===== config.mk =====
export PLATFORM = sky130hd
export DESIGN_NAME = gpio_input_debounce
export DESIGN_NICKNAME = d
export VERILOG_FILES = /design/src/rtl/gpio_input_debounce.sv
export SDC_FILE = /design/constraint.sdc
export NUM_CORES = 1
export LEC_CHECK = 0
export CAP_MARGIN = 30
export CORE_UTILIZATION = 30
export DETAILED_ROUTE_END_ITERATION = 8
export PLACE_DENSITY_LB_ADDON = 0.1
export SYNTH_ARGS = -nofsm -noshare
export SYNTH_HDL_FRONTEND = slang
export SYNTH_SLANG_ARGS = --single-unit

===== constraint.sdc =====
create_clock -name clk -period 2.5 [get_ports clk]
set_clock_uncertainty 0.2 [all_clocks]
set_input_delay 0.375 -clock clk [delete_from_list [all_inputs] [get_ports clk]]
set_output_delay 0.375 -clock clk [all_outputs]
set_load 0.005 [all_outputs]

===== src/rtl/gpio_input_debounce.sv =====
// gpio_input_debounce: per-bit tick-based debounce filter for polled I/O-expander
// inputs. Presents stable levels, one-cycle rise/fall pulses and a sticky changed
// flag. While the expander is absent everything is held at IDLE_VAL and no events fire.
//
// Handshake: changed_ack is a single-cycle clear strobe with no ready side; a
// pulse seen on the same cycle as the ack takes priority so no event is lost.
module gpio_input_debounce #(
   parameter int               WIDTH          = 8,
   parameter int               TICK_DIV       = 50000,
   parameter int               DEBOUNCE_TICKS = 5,
   parameter logic [WIDTH-1:0] INVERT         = '0,
   parameter logic [WIDTH-1:0] IDLE_VAL       = '0
) (
   input  logic             clk,
   input  logic             reset_n,
   input  logic             present,
   input  logic [WIDTH-1:0] raw_in,
   output logic [WIDTH-1:0] stable,
   output logic [WIDTH-1:0] rise,
   output logic [WIDTH-1:0] fall,
   output logic             changed,
   input  logic             changed_ack
);

   localparam int PW = (TICK_DIV > 1) ? $clog2(TICK_DIV) : 1;
   localparam int CW = (DEBOUNCE_TICKS > 0) ? $clog2(DEBOUNCE_TICKS + 1) : 1;

   // Operating mode, decoded from present and the resync register. Kept as a
   // named signal so checkers can bind to it.
   typedef enum logic [1:0] {
      ST_NOPRES = 2'd0,
      ST_RESYNC = 2'd1,
      ST_RUN    = 2'd2
   } mode_e;

   mode_e            mode;
   logic [PW-1:0]    pre_q, pre_d;
   logic             tick;
   logic [WIDTH-1:0] lin;
   logic [WIDTH-1:0] stable_q, stable_d;
   logic [WIDTH-1:0] rise_q, rise_d;
   logic [WIDTH-1:0] fall_q, fall_d;
   logic             changed_q, changed_d;
   logic             resync_q, resync_d;
   logic [CW-1:0]    cnt_q [WIDTH];
   logic [CW-1:0]    cnt_d [WIDTH];

   assign lin  = raw_in ^ INVERT;
   assign tick = (pre_q == PW'(TICK_DIV - 1));

   // Mode decode: absence overrides everything, then the pending resync.
   always_comb begin
      mode = ST_RUN;
      if (!present)     mode = ST_NOPRES;
      else if (resync_q) mode = ST_RESYNC;
   end

   // Free-running prescaler, independent of present.
   always_comb begin
      pre_d = tick ? '0 : pre_q + PW'(1);
   end

   // Per-bit filter next state. Counters only move on ticks; pulses last one cycle.
   always_comb begin
      stable_d = stable_q;
      rise_d   = '0;
      fall_d   = '0;
      resync_d = resync_q;
      for (int i = 0; i < WIDTH; i++) cnt_d[i] = cnt_q[i];
      case (mode)
         ST_NOPRES: begin
            stable_d = IDLE_VAL;
            resync_d = 1'b1;
            for (int i = 0; i < WIDTH; i++) cnt_d[i] = '0;
         end
         ST_RESYNC: begin
            if (tick) begin
               // Adopt the current level silently: device arrival is not an event.
               stable_d = lin;
               resync_d = 1'b0;
               for (int i = 0; i < WIDTH; i++) cnt_d[i] = '0;
            end
         end
         default: begin
            if (tick) begin
               for (int i = 0; i < WIDTH; i++) begin
                  if (lin[i] == stable_q[i]) begin
                     cnt_d[i] = '0;
                  end else if ((int'(cnt_q[i]) + 1) < DEBOUNCE_TICKS) begin
                     cnt_d[i] = cnt_q[i] + CW'(1);
                  end else begin
                     stable_d[i] = lin[i];
                     cnt_d[i]    = '0;
                     rise_d[i]   = lin[i];
                     fall_d[i]   = ~lin[i];
                  end
               end
            end
         end
      endcase
   end

   // Sticky change flag: a visible pulse wins over a simultaneous ack.
   always_comb begin
      changed_d = changed_q;
      if ((rise_q | fall_q) != '0) changed_d = 1'b1;
      else if (changed_ack)        changed_d = 1'b0;
   end

   // State registers.
   always_ff @(posedge clk or negedge reset_n) begin
      if (!reset_n) begin
         pre_q     <= '0;
         stable_q  <= IDLE_VAL;
         rise_q    <= '0;
         fall_q    <= '0;
         changed_q <= 1'b0;
         resync_q  <= 1'b1;
         for (int i = 0; i < WIDTH; i++) cnt_q[i] <= '0;
      end else begin
         pre_q     <= pre_d;
         stable_q  <= stable_d;
         rise_q    <= rise_d;
         fall_q    <= fall_d;
         changed_q <= changed_d;
         resync_q  <= resync_d;
         for (int i = 0; i < WIDTH; i++) cnt_q[i] <= cnt_d[i];
      end
   end

   assign stable  = stable_q;
   assign rise    = rise_q;
   assign fall    = fall_q;
   assign changed = changed_q;

endmodule


== Yosys cells after proc, flatten, opt, wreduce, memory -nomap -nowiden ==
Index checks and enable logic that the tools add are counted.
Storage, ports and cells
  bits in writable memories: 0
  register bits after elaboration: 66
  word-level logic and storage cells: 179
  latch bits: 0
  input port bits: 12
  memories: 0
  memory bits (read-only): 0
Cells by class
  reductions and logical operators: 16
  magnitude comparators: 8
  equal/unequal tests: 27
  multiply operators: 0
  shifts and indexed selects: 0
  bitwise gates (word level): 9
  multiplexer cells: 81
  divide/modulo/power cells: 0
  add/sub/neg operators: 17
Operator list (count)
  two-way mux 1 bit: 51
  two-way mux 24 bit: 2
  two-way mux 3 bit: 16
  two-way mux 8 bit: 6
  inequality test 3 x 1 -> 1 bit, second input constant: 16
  case mux 24 bit (2 select lines): 1
  adder 3 x 1 -> 4 bit, second input constant: 8
  less-than comparator 4 x 3 -> 1 bit, second input constant: 8
  AND reduction 4 bit: 8
  adder 3 x 1 -> 3 bit, second input constant: 8
  adder 16 x 1 -> 16 bit, second input constant: 1
  == test 16 bit, second input constant: 1
  two-way mux 16 bit: 1
  case mux 8 bit (2 select lines): 1
  == test 1 bit: 8
  NOT 1 bit: 8
  OR 8 bit: 1
  nonzero test 8 bit: 1
  nonzero test 2 bit: 3
  two-way mux 2 bit: 2
  AND reduction 2 bit: 2
  == test 2 x 1 -> 1 bit, second input constant: 1
  logical NOT 2 bit: 1
  inequality test 2 bit, second input constant: 1
  other kinds (2): 2

== Logic depth before layout (Yosys ltp) ==
Gate-level depths: netlist (run 1).
  word-level depth: 6
  gate-level depth with buffers: 6
  gate-level depth less buffers: 5

== Least setup slack after synthesis (run 1) ==
Ideal clock, no wire load.
  path kind: reg-to-reg
  from: register pre_q[5]
  to: register rise_q[3] (netlist: rise[3])
  path slack: 0.272 ns
  buffers on the path: 1
  data arrival time: 1.960 ns
  cell stages (with the launch flop): 6
  setup time: 0.068 ns
  required time: 2.232 ns
  cells stage by stage: dfrtp_1 or4b_4 or4_1 buf_4 nor2_4 and4b_1
On the way
  longest elaborated chain between the ends: 3
RTL lines
  start: declaration: line 37  | logic [PW-1:0] pre_q, pre_d;
  start signal: assignment: line 121  | pre_q <= pre_d;
  == test 16 bit: line 49  | assign tick = (pre_q == PW'(TICK_DIV - 1));
  two-way mux 8 bit: line 85  | if (tick) begin
  two-way mux 8 bit: line 70  | case (mode)
  net rise_d[3]: line 41  | logic [WIDTH-1:0] rise_q, rise_d;
  end signal: assignment: line 123  | rise_q <= rise_d;
  end: declaration: line 41
The timed path passes the listed nets, and every way through them passes these cells.
A chain may end at the register's enable or synchronous reset.

== Worst setup path after layout (run 1) ==
  from: register pre_q[10]
  to: register rise_q[0] (netlist: rise[0])
Same word-level chain as after synthesis.

==> impl_metrics.csv, run 1 <==
group,metric,value,unit
grt,grt_pass1_wl,13760,um
floorplanning,num_rows,38,
timing,tightest_slew,538.8,ps
clocking,clock_path_buffers,2,
synth,syn-instance-count,324,
setup_path,required,2570,ps
setup_path,arrival,2410,ps
setup_path,crit_end,"rise[0]$_DFF_PN0_",
grt,grt_antenna_before_repair,0,
timing,slew_headroom,0.6375,
setup_path,worst-r2r-cell-count,5,
synth,synthTopCellsByArea,"dfrtp_1, ha_1, nand2_1, nand3_1, xnor2_1",
setup_path,start_kind,"register",
placed_design,dp_hpwl,5888,um
floorplanning,ios,37,
synth,ys_seq_elements,66,
synth,synth_top_area_cell,"dfrtp_1",
synth,synth_top_area_share,0.4790,
power_and_ir_drop,switching_share,0.2105,
synth,synth_edf_count,0,
detailed_routing,routed_wl,8500,um
setup_path,cp_slowest_cell,"or4b_4",
detailed_routing,routed_via_density,5.107,
grt,grt_pass1_vias,2663,
synth,synth_area,3396,um^2
setup_path,crit_path_end_kind,"register",
clocking,cts_tree,"built",
placed_design,port-buffer-count,36,
timing,setup_tns,0,ps
clocking,numCtsBuffers,9,
synth,yosys_warnings,0,
synth,seq_area_frac_synth,0.4867,
detailed_routing,drtAntennaViolNets,0,
clocking,clock-sinks,66,
floorplanning,die-height,108.4,um
setup_path,worst-path-buf-inv,1,
power_and_ir_drop,power_switching,505.4,uW
detailed_routing,first_pass_iters,4,
clocking,htree_num_levels,3,
detailed_routing,routedWlPerCell,16.25,um
placed_design,gp_congestion,0.7965,
floorplanning,core_area,10940,um^2
placed_design,place_ws,23.44,ps
run_status,status,"finished clean",
grt,grt_max_degree,38,
timing,drv_slew,0,
power_and_ir_drop,leakagePower,1.899,nW
clocking,cts_setup_buffers,0,
clocking,cts_root_buf,"clkbuf_16",
synth,syn_area_per_cell,10.48,um^2
layout,antenna_cells,0,
power_and_ir_drop,p_per_area,554.5,nW/um^2
clocking,path_clk_slew,50,ps
power_and_ir_drop,p_seq_frac,0.445,
setup_path,critPathKind,"register to register",
power_and_ir_drop,ir_worst_vdd,323.7,uV
synth,synth_cell_types,50,
timing,rsz0062_at_grt,"false",
setup_path,worstReg2RegStart,"pre_q[10]$_DFF_PN0_",
clocking,worstSkewPairLatency,330,ps
power_and_ir_drop,internal-power,1.895,mW
layout,layout.nets,406,
setup_path,crit_cells,5,
timing,hold_viol,0,
layout,area_delta_synth_final,27.49,%
layout,drive_gt1_frac,0.1227,
min_path,hp-class,"register to register",
setup_path,reg2reg_slack,170,ps
setup_path,cp_max_fo,13,
floorplanning,initial_core_util,0.3105,
grt,grt_overflow_total,0,
power_and_ir_drop,pwr-share-comb,0.038,
detailed_routing,drc_errors,0,
setup_path,cp_cell_sequence,"or4b_4 > nor4_4 > nand2_2 > nor4b_1 > buf_4",
synth,synth_nets,351,
detailed_routing,vias,2671,
detailed_routing,drt_iter0_drc,142,
grt,grt_usage,0.1586,
synth,async_flop_share,1.000,
power_and_ir_drop,p_clk_frac,0.517,
setup_path,r2r-end,"rise[0]$_DFF_PN0_",
floorplanning,die_area,11750,um^2
timing,finalCriticalPeriod,2332,ps
job,cap_violations,0,
setup_path,crit_start,"pre_q[10]$_DFF_PN0_",
floorplanning,die_x,108.4,um
timing,fmax,0.4288,GHz
timing,setup_viol,0,
timing,min_period_over_period,0.9328,
timing,timing.final.ws_setup,168.1,ps
setup_path,max_stage_delay,610,ps
synth,synthFlopType,"dfrtp_1",
setup_path,cp_top_family,"simple AND/OR/NAND/NOR gates",
==> worst min-delay path by stage <==
stage,from,to,slack [ps],depth (start not counted)
detailed placement,reset_n,pre_q[6]$_DFF_PN0_,110,1
finish,pre_q[0]$_DFF_PN0_,pre_q[0]$_DFF_PN0_,280,1
CTS,pre_q[0]$_DFF_PN0_,pre_q[0]$_DFF_PN0_,280,1
global placement,reset_n,pre_q[6]$_DFF_PN0_,120,1
floorplan,reset_n,changed$_DFFE_PN0P_,-120,0
global route,pre_q[0]$_DFF_PN0_,pre_q[0]$_DFF_PN0_,300,1
==> logic make-up after synthesis <==
kind of cell,Yosys count,synth area share
AO/OA/AOI/OAI,56,0.1256
XOR/XNOR,22,0.05674
adder cells (fa/ha/maj),15,0.05527
buffers and inverters,20,0.02469
flip-flops,66,0.4867
multiplexers,2,0.005896
AND/OR/NAND/NOR,143,0.2450
==> sequential cells by signal, indices dropped and copies added, names as in the netlist <==
signal / flops
changed: 1
cnt_q: 24
fall: 8
pre_q: 16
resync_q: 1
rise: 8
stable: 8
==> metal layers <==
| metal | GRT usage | vias to the layer above | routed length [um] |
|---|---|---|---|
| met3 | 0.04581 | 10 | 251 |
| met5 | 0 | - | 0 |
| met2 | 0.2516 | 50 | 3912 |
| met4 | 0.06274 | 0 | 140 |
| met1 | 0.2030 | 1301 | 4196 |
| li1 | - | 1310 | - |
==> worst register-to-register path, cell delays in order (launching register included) <==
cell and delay (ps):
dfrtp_1 430, or4b_4 610, nor4_4 260, nand2_2 280
nor4b_1 340, buf_4 160
==> final cells by class <==
type	instances	area [um^2]
well taps	140	175.2
clock inverters	3	40.04
multi-input cells	238	1663
flip-flops and latches	66	1653
clock buffers	12	246.5
inverters	11	41.29
fillers	1127	6606
repair buffers	53	510.5
==> power by group through the flow <==
stage / clock network (mW) / logic (mW) / registers (mW)
final: 1.24 / 0.0913 / 1.07
after global routing: 1.33 / 0.101 / 1.07
after CTS: 1.28 / 0.0940 / 1.07
after detailed placement: 0 / 0.0923 / 1.09
after global placement: 0 / 0.0934 / 1.09
after floorplan: 0 / 0.0265 / 1.09
==> through the flow <==
stage	util	cell area (um^2)	total power [mW]	std cells	hold slack [ps]
final	0.3959	4329	2.401	523	283.1
after global routing	0.3959	4329	2.499	523	299.0
after CTS	0.3955	4325	2.445	523	282.8
after detailed placement	0.3684	4029	1.180	507	113.1
after global placement	0.3684	4029	1.181	507	115.3
after floorplan	-	3396	1.115	324	-120.6
==> cell usage in the layout (no fill, tap or decap), types with 4 or more instances in the layout <==
master,synthesis,final
dfrtp_1,65,65
nand2_1,36,36
clkdlybuf4s50_1,0,35
nand3_1,25,25
ha_1,15,15
nor2_1,14,14
buf_4,1,14
nand4_1,11,11
xnor2_1,11,11
xor2_1,11,11
inv_1,11,11
o21ai_0,11,11
o31ai_1,9,9
clkbuf_16,0,9
o211ai_1,8,8
nor4_1,7,7
and3_1,6,6
nor3_1,5,5
nor3b_1,5,5
and2_1,4,4
nor4b_1,4,4
nand2b_1,4,4
and4b_1,4,4
==> synthesized netlist by cell type, drive strengths merged (5+ instances only) <==
library cell and number:
nand2 37, xnor2 11, nand3 25, o31ai 9, o211ai 8, nor2 15, and3 6, xor2 11
nor3b 5, dfrtp 65, buf 7, ha 15, nand4 11, o21ai 11, nor4 8, inv 11
nor4b 6, nor3 5
==> repair_timing <==
| action | 4_1_cts | 5_1_grt |
|---|---|---|
| resized for setup | 0 | 1 |
| endpoints found under the setup margin | 0 | 5 |
| endpoints found under the hold margin | 13 | 0 |
| hold buffers | 1 | 0 |
No activity file was read; power rests on OpenSTA's default activity.
==> run 2: changes to the inputs <==
- CTS_CLUSTER_SIZE: unset -> 12
- SLEW_MARGIN: unset -> 20
==> results of run 2 <==
The final DEF is identical to that of run 1; final timing and power are the same.
